--- src/rtl/hex_display_mux_if.sv ---
// Display-side bundle for hex_display_mux: frame data and controls in, anode/segment pins out.
// master drives the data and controls; slave is the display driver itself.
interface hex_display_mux_if #(
  parameter int DIGITS      = 4,
  parameter int BRIGHT_BITS = 3
);
  logic [4*DIGITS-1:0]    data;
  logic [DIGITS-1:0]      dp;
  logic                   blank_lz;
  logic [BRIGHT_BITS-1:0] brightness;
  logic [DIGITS-1:0]      anodes;
  logic [7:0]             seg;
  logic                   frame_done;

  modport master (
    output data, dp, blank_lz, brightness,
    input  anodes, seg, frame_done
  );

  modport slave (
    input  data, dp, blank_lz, brightness,
    output anodes, seg, frame_done
  );
endinterface

--- src/rtl/hex_display_mux.sv ---
// Multiplexed seven-segment hex driver: prescaled digit scan, per-frame snapshot,
// leading-zero blanking, decimal points, PWM brightness and selectable pin polarity.
module hex_display_mux #(
  parameter int DIGITS      = 4,
  parameter int DIV_BITS    = 12,
  parameter int BRIGHT_BITS = 3,
  parameter bit ANODE_LOW   = 1'b1,
  parameter bit SEG_LOW     = 1'b1
) (
  input  logic              clk,
  input  logic              rst_n,
  hex_display_mux_if.slave  bus
);

  localparam int                IDX_W     = (DIGITS > 1) ? $clog2(DIGITS) : 1;
  localparam logic [IDX_W-1:0]  LAST_IDX  = IDX_W'(DIGITS - 1);
  localparam logic [DIGITS-1:0] ANODE_OFF = {DIGITS{ANODE_LOW}};
  localparam logic [7:0]        SEG_OFF   = {8{SEG_LOW}};

  logic [DIV_BITS-1:0] pre_q, pre_d;
  logic [IDX_W-1:0]    idx_q, idx_d;
  logic [4*DIGITS-1:0] data_q, data_d;
  logic [DIGITS-1:0]   dp_q, dp_d;
  logic                blz_q, blz_d;
  logic [DIGITS-1:0]   anodes_q, anodes_d;
  logic [7:0]          seg_q, seg_d;
  logic                frame_q, frame_d;

  logic                 preWrap;
  logic                 frameWrap;
  logic [3:0]           curNib;
  logic                 curDp;
  logic                 curBlank;
  logic                 zeroAbove;
  logic [DIGITS-1:0]    oneHot;
  logic [BRIGHT_BITS:0] pwmLevel;
  logic [BRIGHT_BITS:0] pwmThresh;
  logic                 on;

  function automatic logic [6:0] hexGlyph(input logic [3:0] nib);
    logic [6:0] g;
    case (nib)
      4'h0: g = 7'h3F;
      4'h1: g = 7'h06;
      4'h2: g = 7'h5B;
      4'h3: g = 7'h4F;
      4'h4: g = 7'h66;
      4'h5: g = 7'h6D;
      4'h6: g = 7'h7D;
      4'h7: g = 7'h07;
      4'h8: g = 7'h7F;
      4'h9: g = 7'h6F;
      4'hA: g = 7'h77;
      4'hB: g = 7'h7C;
      4'hC: g = 7'h39;
      4'hD: g = 7'h5E;
      4'hE: g = 7'h79;
      default: g = 7'h71;
    endcase
    return g;
  endfunction

  // Scan timing: the prescaler wrap steps the digit, the last digit's wrap closes the frame.
  always_comb begin
    preWrap   = &pre_q;
    frameWrap = preWrap && (idx_q == LAST_IDX);
    pre_d     = pre_q + 1'b1;
    idx_d     = idx_q;
    if (preWrap) begin
      idx_d = (idx_q == LAST_IDX) ? '0 : idx_q + 1'b1;
    end
    data_d  = data_q;
    dp_d    = dp_q;
    blz_d   = blz_q;
    frame_d = frameWrap;
    if (frameWrap) begin
      data_d = bus.data;
      dp_d   = bus.dp;
      blz_d  = bus.blank_lz;
    end
  end

  // Walk from the most significant digit down so zeroAbove covers nibbles DIGITS-1..i.
  always_comb begin
    curNib    = 4'h0;
    curDp     = 1'b0;
    curBlank  = 1'b0;
    zeroAbove = 1'b1;
    oneHot    = '0;
    for (int i = DIGITS - 1; i >= 0; i--) begin
      zeroAbove = zeroAbove & (data_q[4*i +: 4] == 4'h0);
      oneHot[i] = (idx_q == IDX_W'(i));
      if (idx_q == IDX_W'(i)) begin
        curNib   = data_q[4*i +: 4];
        curDp    = dp_q[i];
        curBlank = blz_q && zeroAbove && (i != 0);
      end
    end
  end

  // PWM compares the prescaler's top bits against brightness+1 one bit wider, so all-ones is 100%.
  always_comb begin
    pwmLevel  = {1'b0, pre_q[DIV_BITS-1 -: BRIGHT_BITS]};
    pwmThresh = {1'b0, bus.brightness} + 1'b1;
    on        = (pwmLevel < pwmThresh);
    anodes_d  = ANODE_OFF;
    seg_d     = SEG_OFF;
    if (on) begin
      anodes_d = oneHot ^ ANODE_OFF;
      seg_d    = {curDp, curBlank ? 7'h00 : hexGlyph(curNib)} ^ SEG_OFF;
    end
  end

  always_ff @(posedge clk or negedge rst_n) begin
    if (!rst_n) begin
      pre_q    <= '0;
      idx_q    <= '0;
      data_q   <= '0;
      dp_q     <= '0;
      blz_q    <= 1'b0;
      anodes_q <= ANODE_OFF;
      seg_q    <= SEG_OFF;
      frame_q  <= 1'b0;
    end else begin
      pre_q    <= pre_d;
      idx_q    <= idx_d;
      data_q   <= data_d;
      dp_q     <= dp_d;
      blz_q    <= blz_d;
      anodes_q <= anodes_d;
      seg_q    <= seg_d;
      frame_q  <= frame_d;
    end
  end

  assign bus.anodes     = anodes_q;
  assign bus.seg        = seg_q;
  assign bus.frame_done = frame_q;

endmodule

--- src/flat_wrapper.sv ---
// flat-port wrapper written by rule: the top's interface ports become plain ports
module hex_display_mux_flat 
#(
  parameter int DIGITS      = 4,
  parameter int DIV_BITS    = 12,
  parameter int BRIGHT_BITS = 3,
  parameter bit ANODE_LOW   = 1'b1,
  parameter bit SEG_LOW     = 1'b1
)
  (clk, rst_n, bus_data, bus_dp, bus_blank_lz, bus_brightness, bus_anodes, bus_seg, bus_frame_done);
  hex_display_mux_if #(.DIGITS(DIGITS), .BRIGHT_BITS(BRIGHT_BITS)) bus_i ();
  input  logic clk;
  input  logic rst_n;
  input wire logic [$bits(bus_i.data)-1:0] bus_data;
  input wire logic [$bits(bus_i.dp)-1:0] bus_dp;
  input wire logic [$bits(bus_i.blank_lz)-1:0] bus_blank_lz;
  input wire logic [$bits(bus_i.brightness)-1:0] bus_brightness;
  output wire logic [$bits(bus_i.anodes)-1:0] bus_anodes;
  output wire logic [$bits(bus_i.seg)-1:0] bus_seg;
  output wire logic [$bits(bus_i.frame_done)-1:0] bus_frame_done;
  assign bus_i.data = bus_data;
  assign bus_i.dp = bus_dp;
  assign bus_i.blank_lz = bus_blank_lz;
  assign bus_i.brightness = bus_brightness;
  assign bus_anodes = bus_i.anodes;
  assign bus_seg = bus_i.seg;
  assign bus_frame_done = bus_i.frame_done;
  hex_display_mux #(.DIGITS(DIGITS), .DIV_BITS(DIV_BITS), .BRIGHT_BITS(BRIGHT_BITS), .ANODE_LOW(ANODE_LOW), .SEG_LOW(SEG_LOW)) u_core (.clk(clk), .rst_n(rst_n), .bus(bus_i));
endmodule
--- config.mk ---
export PLATFORM = sky130hd
export DESIGN_NAME = hex_display_mux_flat
export DESIGN_NICKNAME = d
export VERILOG_FILES = /design/src/rtl/hex_display_mux_if.sv /design/src/rtl/hex_display_mux.sv /design/src/flat_wrapper.sv
export SDC_FILE = /design/constraint.sdc
export NUM_CORES = 1
export LEC_CHECK = 0
export ABC_AREA = 1
export BUFFER_PORTS_ARGS = -buffer_cell sky130_fd_sc_hd__buf_2
export CAP_MARGIN = 20
export CELL_PAD_IN_SITES_DETAIL_PLACEMENT = 0
export CELL_PAD_IN_SITES_GLOBAL_PLACEMENT = 1
export CORE_UTILIZATION = 45
export DETAILED_ROUTE_END_ITERATION = 8
export GPL_TIMING_DRIVEN = 0
export HOLD_SLACK_MARGIN = 0.12
export PLACE_DENSITY_LB_ADDON = 0.1
export REMOVE_ABC_BUFFERS = 1
export SLEW_MARGIN = 20
export SYNTH_ARGS = -nofsm -noshare
export SYNTH_HDL_FRONTEND = slang
export SYNTH_SLANG_ARGS = --single-unit
--- constraint.sdc ---
create_clock -name clk -period 5.1 [get_ports clk]
set_input_delay 0.255 -clock clk [delete_from_list [all_inputs] [get_ports clk]]
set_output_delay 0.255 -clock clk [all_outputs]
set_load 0.02 [all_outputs]
Yosys cells after proc, flatten, opt, wreduce, memory -nomap -nowiden
Memory sizes are Yosys's and may differ from the RTL's.
Index checks and enable logic that the tools add are counted.
Storage, ports and cells
  bits in registers: 48
  bits in read-only memories: 112
  input port bits: 26
  output and inout bits: 13
  logic and storage cells: 46
  memories kept: 1
Operators by class
  $add $sub $neg: 3
  order comparisons: 1
  equality and inequality tests: 3
  mux-type cells: 17
  bitwise gates (word level): 4
  reduce and logical (&&, ||, !) cells: 9
Memories
  (name not given): depth 16, width 7, rd ports 1, clocked after memory_dff 0, write ports 0, RTL line hex_display_mux.sv:42  | case (nib)
Operators by type and width (number)
  4-bit two-way mux: 5
  7-bit two-way mux: 2
  12-bit by 1-bit adder with 12-bit output, second input constant: 1
  4-bit logical NOT: 3
  12-bit AND reduction: 1
  1-bit two-way mux: 8
  8-bit two-way mux: 1
  8-bit inverter: 1
  3-bit by 1-bit adder with 4-bit output, second input constant: 1
  2-bit equality test, second input constant: 2
  1-bit logical AND: 4
  3-bit by 4-bit less-than comparator with 1-bit output: 1
  4-bit inverter: 1
  2-bit by 1-bit adder with 2-bit output, second input constant: 1
  1-bit AND: 2
  2-bit by 1-bit equality test with 1-bit output, second input constant: 1
  2-bit logical NOT: 1
  2-bit two-way mux: 1

Longest topological paths before layout
Gate-level depths: netlist of the first run.
An unclocked memory read counts as a cell.
  word-level depth: 10
  depth in mapped cells: 13
  depth with buffers taken out: 13

Least setup slack after synthesis of the first run
No wires, ideal clock.
  path kind: reg2reg
  start point: reg u_core.idx_q[0]
  end point: reg u_core.seg_q[5] (netlist: u_core.bus.seg[5])
  library setup time: 0.061 ns
  data arrival time: 1.713 ns
  required time: 5.039 ns
  path slack: 3.326 ns
  cell stages (with the launch flop): 12
  path buffers: 0
  clock period less this slack: 1.774 ns
  cell sequence: dfrtp_1 -> inv_1 -> ha_1 -> inv_1 -> nand2_1 -> o211ai_1 -> a21oi_1 -> ha_1 -> inv_1 -> nand2_1 -> nand3_1 -> nand2_1
On the way
  longest elaborated chain between the ends: 10
  elaborated cells on any way between the ends: 17
  those cells by class: eq/ne: 3; mux: 11; bitwise: 1; reduce/logical: 1; memory: 1
Ends and longest elaborated chain
  start, declared: RTL line hex_display_mux.sv:21  | logic [IDX_W-1:0] idx_q, idx_d;
  start signal, assigned: RTL line hex_display_mux.sv:126  | idx_q <= idx_d;
  2-bit equality test: RTL line hex_display_mux.sv:93  | if (idx_q == IDX_W'(i)) begin
  4-bit two-way mux (4 in a row): RTL line hex_display_mux.sv:93
  memory read 16 x 7 bit
  7-bit two-way mux: RTL line hex_display_mux.sv:108  | if (on) begin
  7-bit two-way mux *: RTL line hex_display_mux.sv:110  | seg_d = {curDp, curBlank ? 7'h00 : hexGlyph(curNib)} ^ SEG_OFF;
  8-bit inverter (no source line) *
  8-bit two-way mux *: RTL line hex_display_mux.sv:108
  via u_core.seg_d[5]: RTL line hex_display_mux.sv:26  | logic [7:0] seg_q, seg_d;
  end signal, assigned: RTL line hex_display_mux.sv:131  | seg_q <= seg_d;
  end, declared: RTL line hex_display_mux.sv:26
The timed path passes the listed nets; every way through them passes the cells marked *. The select of a mux whose other input is x is not followed.
A chain may end at the register's enable or synchronous reset.

Worst setup path after layout of the first run
  start point: reg u_core.idx_q[0]
  end point: reg u_core.seg_q[6] (netlist: u_core.bus.seg[6])
Same word-level chain as after synthesis.

==> results.json, run 1 <==
{
  "coreArea_um2": 5170,
  "slew_headroom_pct": 60.7,
  "r2r_start": "u_core.idx_q[0]$_DFFE_PN0P_",
  "yosysMostFrequentCell": "nand2_1",
  "ys_seq_area_share_pct": 49.9,
  "yosysTopAreaCell": "dfrtp_1",
  "wire_per_inst_um": 11.3,
  "cts_setup_buffers": 0,
  "syn-instance-count": 289,
  "yosysTopAreaCellShare_pct": 37.0,
  "insertion_delay_ns": 0.30,
  "cp-end-kind": "flop",
  "synthAdderAreaFrac_pct": 7.19,
  "rows": 26,
  "yosys_warnings": 0,
  "fp.dieH_um": 75.6,
  "antenna_found_initial": 0,
  "path_class": "reg2reg",
  "track_usage_pct": 18.1,
  "required_ns": 5.34,
  "hpwl_um": 3230,
  "fin_cells": 400,
  "portBuffers": 38,
  "crit_start": "u_core.idx_q[0]$_DFFE_PN0P_",
  "async_flop_share_pct": 100,
  "ir_drop_v": 0.000116,
  "clkTransAtPathRegs_ns": 0.09,
  "die_area_um2": 5710,
  "synthXorXnorAreaFrac_pct": 3.60,
  "htreeDepth": 2,
  "finalHoldViolCount": 0,
  "report.final.slew_viol_count": 0,
  "finalWirelength_um": 4510,
  "ios": 39,
  "ys_types": 28,
  "drt_iter0_markers": 80,
  "synth_top_cells_by_area": "dfrtp_1 (37%), nand2_1 (17%), dfstp_2 (13%), ha_1 (7.2%), nand3_1 (5.1%)",
  "dr.pass1.iters": 4,
  "yosys.area_share.simple_pct": 26.9,
  "num_antenna_cells": 0,
  "r2r.worst_path.cells": 11,
  "p_leak_nw": 1.37,
  "synth_edf_count": 0,
  "dp.cells": 391,
  "drc": 0,
  "synth_compound_area_share_pct": 5.76,
  "fmax_mhz": 444,
  "grt_max_degree": 49,
  "start_kind": "flop",
  "r2r_slack_ns": 2.85,
  "cts-root-buf": "clkbuf_8",
  "setup_viol": 0,
  "cts.sink_count": 48,
  "pwr_density_cell_nw_per_um2": 248,
  "grt_pass1_vias": 1699,
  "final_layout_size_suffix_gt1_share_pct": 19.7,
  "synth_top_family_by_area": "simple AND/OR/NAND/NOR gates",
  "ant_nets": 0,
  "hold_class": "in2reg",
  "period_share_pct": 44.2,
  "synth.mux.area_fraction_pct": 0,
  "hold_ws_ns": 0.136,
  "synth_area_um2": 2430,
  "cts_made_buffers": 5,
  "clockBufferDepth": 2,
  "start_util_pct": 47.1,
  "crit_fanout": 7,
  "grt_pass1_wl_um": 7600,
  "skew_ns": 0.0106,
  "grt_setup_unrepaired": "no",
  "place_congestion": 0.822,
  "synth_common_cells": "nand2_1 (108), dfrtp_1 (36), inv_1 (28)",
  "die_w_um": 75.6,
  "crit_end": "u_core.bus.seg[6]$_DFF_PN1_",
  "timing.rr.end": "u_core.bus.seg[6]$_DFF_PN1_",
  "vias": 1869,
  "cap_viol_max_count": 0,
  "area.growth.synth_to_final_pct": 14.6,
  "outcome": "finished, final reports clean",
  "finalCriticalPeriod_ns": 2.25,
  "holdBufCountCts": 0,
  "cts-resized-gates": 0,
  "fin_nets": 369,
  "syn_area_per_cell_um2": 8.43,
  "worstPathArrival_ns": 2.49,
  "tns_ns": 0,
  "grt_overflow": 0,
  "cts_tree": "yes",
  "ys_ff_latch": 48,
  "viasPerCell": 4.67,
  "ys.flop_type": "dfrtp_1",
  "worst_pin_slew_ns": 0.589
}
-- cell families (layout without fill, tap and decap cells) --
kind of cell,after synthesis,count (layout)
compound gates,24,24
xor+xnor,10,10
fa+ha+maj,14,14
buf+inv,36,77
flops,48,48
simple gates,157,157
-- power breakdown --
part           internal (mW)  switching, mW  leakage (nW)
Clock                  0.145          0.129        0.0541
Sequential             0.386       0.000596         0.504
Combinational         0.0125         0.0195         0.811
-- sequential cells by signal (all words and copies together), names as in the netlist --
signal and cells:
u_core.bus.frame_done 1, u_core.bus.seg 8, u_core.bus.anodes 4, u_core.idx_q 2, u_core.data_q 16, u_core.pre_q 12, u_core.dp_q 4, u_core.blz_q 1
-- cell usage in the layout, fill, tap and decap left out --
master and n:
a21boi_2 1, dlygate4sd3_1 1, xor2_1 6, o21ai_2 1
o21ai_0 9, nand3_4 1, buf_4 1, nand2_1 108
clkinv_2 1, ha_1 14, dfrtp_1 36, xnor2_1 4
inv_1 28, o221ai_1 1, inv_2 1, nand3b_1 2
o211ai_1 1, clkbuf_8 5, nor3b_1 1, nand3_1 25
dfstp_2 12, nor2_1 17, buf_2 37, inv_4 1
a31oi_1 1, nor3_1 1, a21oi_1 9, clkinvlp_4 1
a21boi_1 1, nand2_2 1, nor3_2 1, bufinv_16 1
-- per-stage QoR --
stage,cell area (um^2),power [mW],setup slack (ns),util [%]
after floorplan,2390,0.404,3.33,-
after global placement,2670,0.425,2.89,51.6
after detailed placement,2670,0.425,2.89,51.6
after CTS,2780,0.704,2.84,53.7
after global routing,2790,0.723,2.61,54.0
final,2790,0.692,2.85,54.0
-- critical path: stages, from the launching register on --
cell and delay [ns]:
dfrtp_1 0.42, inv_1 0.12, ha_1 0.30, inv_1 0.18, nand2_1 0.10, o211ai_1 0.12
a21oi_1 0.38, ha_1 0.24, inv_1 0.04, nand2_1 0.10, nand3_1 0.09, nand2_1 0.09
-- routing by layer --
layer / up-vias / global-route usage (%) / wire (um)
li1: 986 / - / -
met1: 839 / 24.5 / 2310
met2: 39 / 28.2 / 1970
met3: 5 / 5.03 / 175
met4: 0 / 6.17 / 57
met5: - / 0 / 0
-- worst min path at each step --
stage,from,endpoint,slack (ns),depth (start not counted)
floorplan,rst_n,u_core.blz_q$_DFFE_PN0P_,-0.04,0
global placement,u_core.pre_q[0]$_DFF_PN0_,u_core.pre_q[0]$_DFF_PN0_,0.44,1
detailed placement,u_core.pre_q[0]$_DFF_PN0_,u_core.pre_q[0]$_DFF_PN0_,0.45,1
CTS,bus_data[1],u_core.data_q[1]$_DFFE_PN0P_,0.13,3
global route,bus_data[0],u_core.data_q[0]$_DFFE_PN0P_,0.13,3
finish,bus_data[1],u_core.data_q[1]$_DFFE_PN0P_,0.14,3
-- layout make-up --
| cell class | instances | area (um^2) |
|---|---|---|
| Inverter | 30 | 115 |
| Tap cell | 70 | 87.6 |
| Sequential cell | 48 | 1220 |
| Clock inverter | 3 | 42.5 |
| Multi-Input combinational cell | 205 | 1060 |
| Clock buffer | 5 | 68.8 |
| Timing Repair Buffer | 39 | 203 |
| Fill cell | 521 | 2380 |
(Power assumes the default switching activity.)
==> run 2, diff against run 1 <==
--- a/config.mk
+++ b/config.mk
@@ -5,7 +5,7 @@
 export SDC_FILE = /design/constraint.sdc
 export NUM_CORES = 1
 export LEC_CHECK = 0
-export ABC_AREA = 1
+export ABC_AREA = 0
 export BUFFER_PORTS_ARGS = -buffer_cell sky130_fd_sc_hd__buf_2
 export CAP_MARGIN = 20
 export CELL_PAD_IN_SITES_DETAIL_PLACEMENT = 0
==> constraint.sdc (replaced) <==
create_clock -name clk -period 2.28 [get_ports clk]
set_input_delay 0.114 -clock clk [delete_from_list [all_inputs] [get_ports clk]]
set_output_delay 0.114 -clock clk [all_outputs]
set_load 0.02 [all_outputs]
==> results.json, run 2 <==
{
  "grt_pass1_vias": 1825,
  "syn_area_per_cell_um2": 12.3,
  "viasPerCell": 5.09,
  "p_total_mw": 1.64,
  "crit_fanout": 5,
  "die_w_um": 76.0,
  "fin_util_pct": 62.1,
  "clkTransAtPathRegs_ns": 0.08,
  "ys_types": 48,
  "yosysTopAreaCellShare_pct": 36.6,
  "power_switching_mw": 0.332,
  "multi_input_area_um2": 1240,
  "r2r_slack_ns": 0.05,
  "finalWirelength_um": 4930,
  "dr_wl_met2_um": 2430,
  "drt_iter0_markers": 60,
  "insertion_delay_ns": 0.30,
  "hold_class": "in2reg",
  "portBuffers": 38,
  "async_flop_share_pct": 100,
  "pwr_density_cell_nw_per_um2": 510,
  "ys_seq_area_share_pct": 49.4,
  "grt_overflow": 0,
  "fp.dieH_um": 76.0,
  "ios": 39,
  "period_share_pct": 98.0,
  "ir_drop_v": 0.000330,
  "path_class": "reg2reg",
  "fmax_mhz": 448,
  "largest_reg_flops": 16,
  "seqPwrFrac_pct": 52.9,
  "area.growth.synth_to_final_pct": 30.5,
  "synth_area_um2": 2460,
  "tns_ns": 0,
  "min-delay-start": "bus_brightness[1]",
  "final_cell_mix": "buf_2 (37), dfrtp_1 (34), dlygate4sd3_1 (22)",
  "largest_register": "u_core.data_q",
  "grt_pass1_wl_um": 8220,
  "timing.rr.end": "u_core.bus.seg[3]$_DFF_PN1_",
  "fin_nets": 313,
  "skew_ns": 0.00780,
  "start_util_pct": 47.6,
  "yosysTopAreaCell": "dfrtp_1",
  "htreeDepth": 2,
  "antenna_found_initial": 0,
  "start_kind": "flop",
  "min_path_cells": 4,
  "syn-instance-count": 201,
  "cp-end-kind": "flop",
  "drc": 0,
  "dp.cells": 301,
  "place_area_um2": 2660,
  "track_usage_pct": 18.1,
  "worst_pin_slew_ns": 0.765,
  "slew_headroom_pct": 48.9,
  "route.met3.wl_um": 160,
  "grt_setup_unrepaired": "yes",
  "top_layer_used": "met4",
  "coreArea_um2": 5170,
  "grt_max_degree": 49,
  "setup_viol": 0,
  "pwr-share-clk_pct": 40.7,
  "synth_edf_count": 0,
  "cts-root-buf": "clkbuf_8",
  "finalHoldViolCount": 0,
  "outcome": "finished, final reports clean",
  "finalCriticalPeriod_ns": 2.23,
  "combPwrFrac_pct": 6.4,
  "hpwl_um": 3220,
  "yosys_warnings": 0,
  "r2r_start": "u_core.idx_q[0]$_DFFE_PN0P_",
  "required_ns": 2.50,
  "ys_ff_latch": 48,
  "wire_per_inst_um": 14.3,
  "post-route-cell-area_um2": 3210,
  "cts_tree": "yes",
  "vias": 1751,
  "cts_made_buffers": 5,
  "num_antenna_cells": 0,
  "yosysMostFrequentCell": "dfrtp_1",
  "die_area_um2": 5770,
  "r2r.worst_path.cells": 10,
  "p_leak_nw": 1.50,
  "dr.pass1.iters": 4,
  "worstPathArrival_ns": 2.45,
  "synth_common_cells": "dfrtp_1 (36), nand2_1 (18), ha_1 (14)",
  "place_congestion": 0.814,
  "synth_top_cells_by_area": "dfrtp_1 (37%), dfstp_2 (13%), ha_1 (7.1%), mux2_4 (6.7%), xnor2_1 (3.2%)",
  "ys.flop_type": "dfrtp_1",
  "holdPathEnd": "u_core.bus.seg[7]$_DFF_PN1_",
  "fin_cells": 344,
  "cts.sink_count": 48,
  "final_layout_size_suffix_gt1_share_pct": 42.0,
  "crit_start": "u_core.idx_q[0]$_DFFE_PN0P_",
  "report.final.slew_viol_count": 0,
  "seq_area_um2": 1220,
  "cap_viol_max_count": 0,
  "rows": 26,
  "internal_power_mw": 1.30,
  "ant_nets": 0,
  "final_common_cell": "buf_2",
  "p_sw_share_pct": 20.3,
  "n_fill_cell": 423,
  "clockBufferDepth": 2,
  "wl_met1_um": 2260
}
-- run 2: changes by cell type in the layout (fill, tap and decap cells not counted), sizes merged, moves of 4 or more --
cell         change
a211oi           +4
a21oi            -4
buf             +13
dlygate4sd3     +21
inv             -21
mux2            +21
nand2           -91
nand3           -20
nor2            -10
xnor2            +5
-- run 2: worst max-delay path by stage --
stage | end | slack (ns) | depth (start not counted)
after floorplan | u_core.bus.seg[5]$_DFF_PN1_ | -0.1 | 10
after global placement | u_core.bus.seg[5]$_DFF_PN1_ | -0.36 | 10
after detailed placement | u_core.bus.seg[5]$_DFF_PN1_ | -0.44 | 10
after CTS | u_core.bus.seg[1]$_DFF_PN1_ | -0.01 | 9
after global routing | u_core.bus.seg[3]$_DFF_PN1_ | -0.07 | 10
final | u_core.bus.seg[3]$_DFF_PN1_ | 0.05 | 10
-- run 2: final cells by class --
class / instances / share of cell area (%)
multi-input cells: 136 / 38.5
clock inverters: 1 / 0.935
repair buffers: 73 / 15.9
well taps: 70 / 2.73
inverters: 9 / 1.05
flip-flops and latches: 48 / 37.9
clock buffers: 7 / 3.00
-- run 2: cell families (layout without fill, tap and decap cells) --
group,count (synthesis),count (layout),synth area share (%)
compound gates,34,34,10.2
buf+inv,17,90,4.47
mux,22,22,11.7
simple gates,54,54,12.9
fa+ha+maj,14,14,7.11
xor+xnor,12,12,4.27
flops,48,48,49.4
-- run 2: power by group through the flow --
| stage | sequential (mW) | clock, mW | combinational, mW |
|---|---|---|---|
| 2_1_floorplan | 0.893 | 0 | 0.0156 |
| 3_3_place_gp | 0.882 | 0 | 0.0737 |
| 3_5_place_dp | 0.882 | 0 | 0.0775 |
| 4_1_cts | 0.866 | 0.689 | 0.107 |
| 5_1_grt | 0.867 | 0.722 | 0.115 |
| 6_report | 0.865 | 0.667 | 0.105 |
-- run 2: what timing repair did --
item                                    4_1_cts  5_1_grt
setup buffers                                 9        4
endpoints found under the hold margin        57        0
gates resized for setup                       8       16
pin swaps                                     2        5
endpoints found under the setup margin        7       15
hold buffers                                 22        0
-- run 2: routing by layer --
layer / vias up / GRT usage [%]
met4: 0 / 8.65
met2: 35 / 30.8
met3: 8 / 4.31
li1: 847 / -
met5: - / 0
met1: 861 / 21.7
-- run 2: worst max-delay path, cell delays in order (launching register included) --
cell and delay, ns:
dfrtp_2 0.45, inv_2 0.10, ha_4 0.16, and2b_2 0.24, a221o_1 0.31, a22oi_2 0.17, buf_4 0.19, ha_4 0.21
nor2_1 0.08, a21oi_1 0.05, o211ai_1 0.20
-- run 2: through the flow --
step | setup slack, ns | hold slack, ns
global route | -0.0742 | 0.206
CTS | -0.0143 | 0.194
detailed placement | -0.439 | 0.335
finish | 0.0456 | 0.208
floorplan | -0.0960 | -0.182
global placement | -0.361 | 0.323
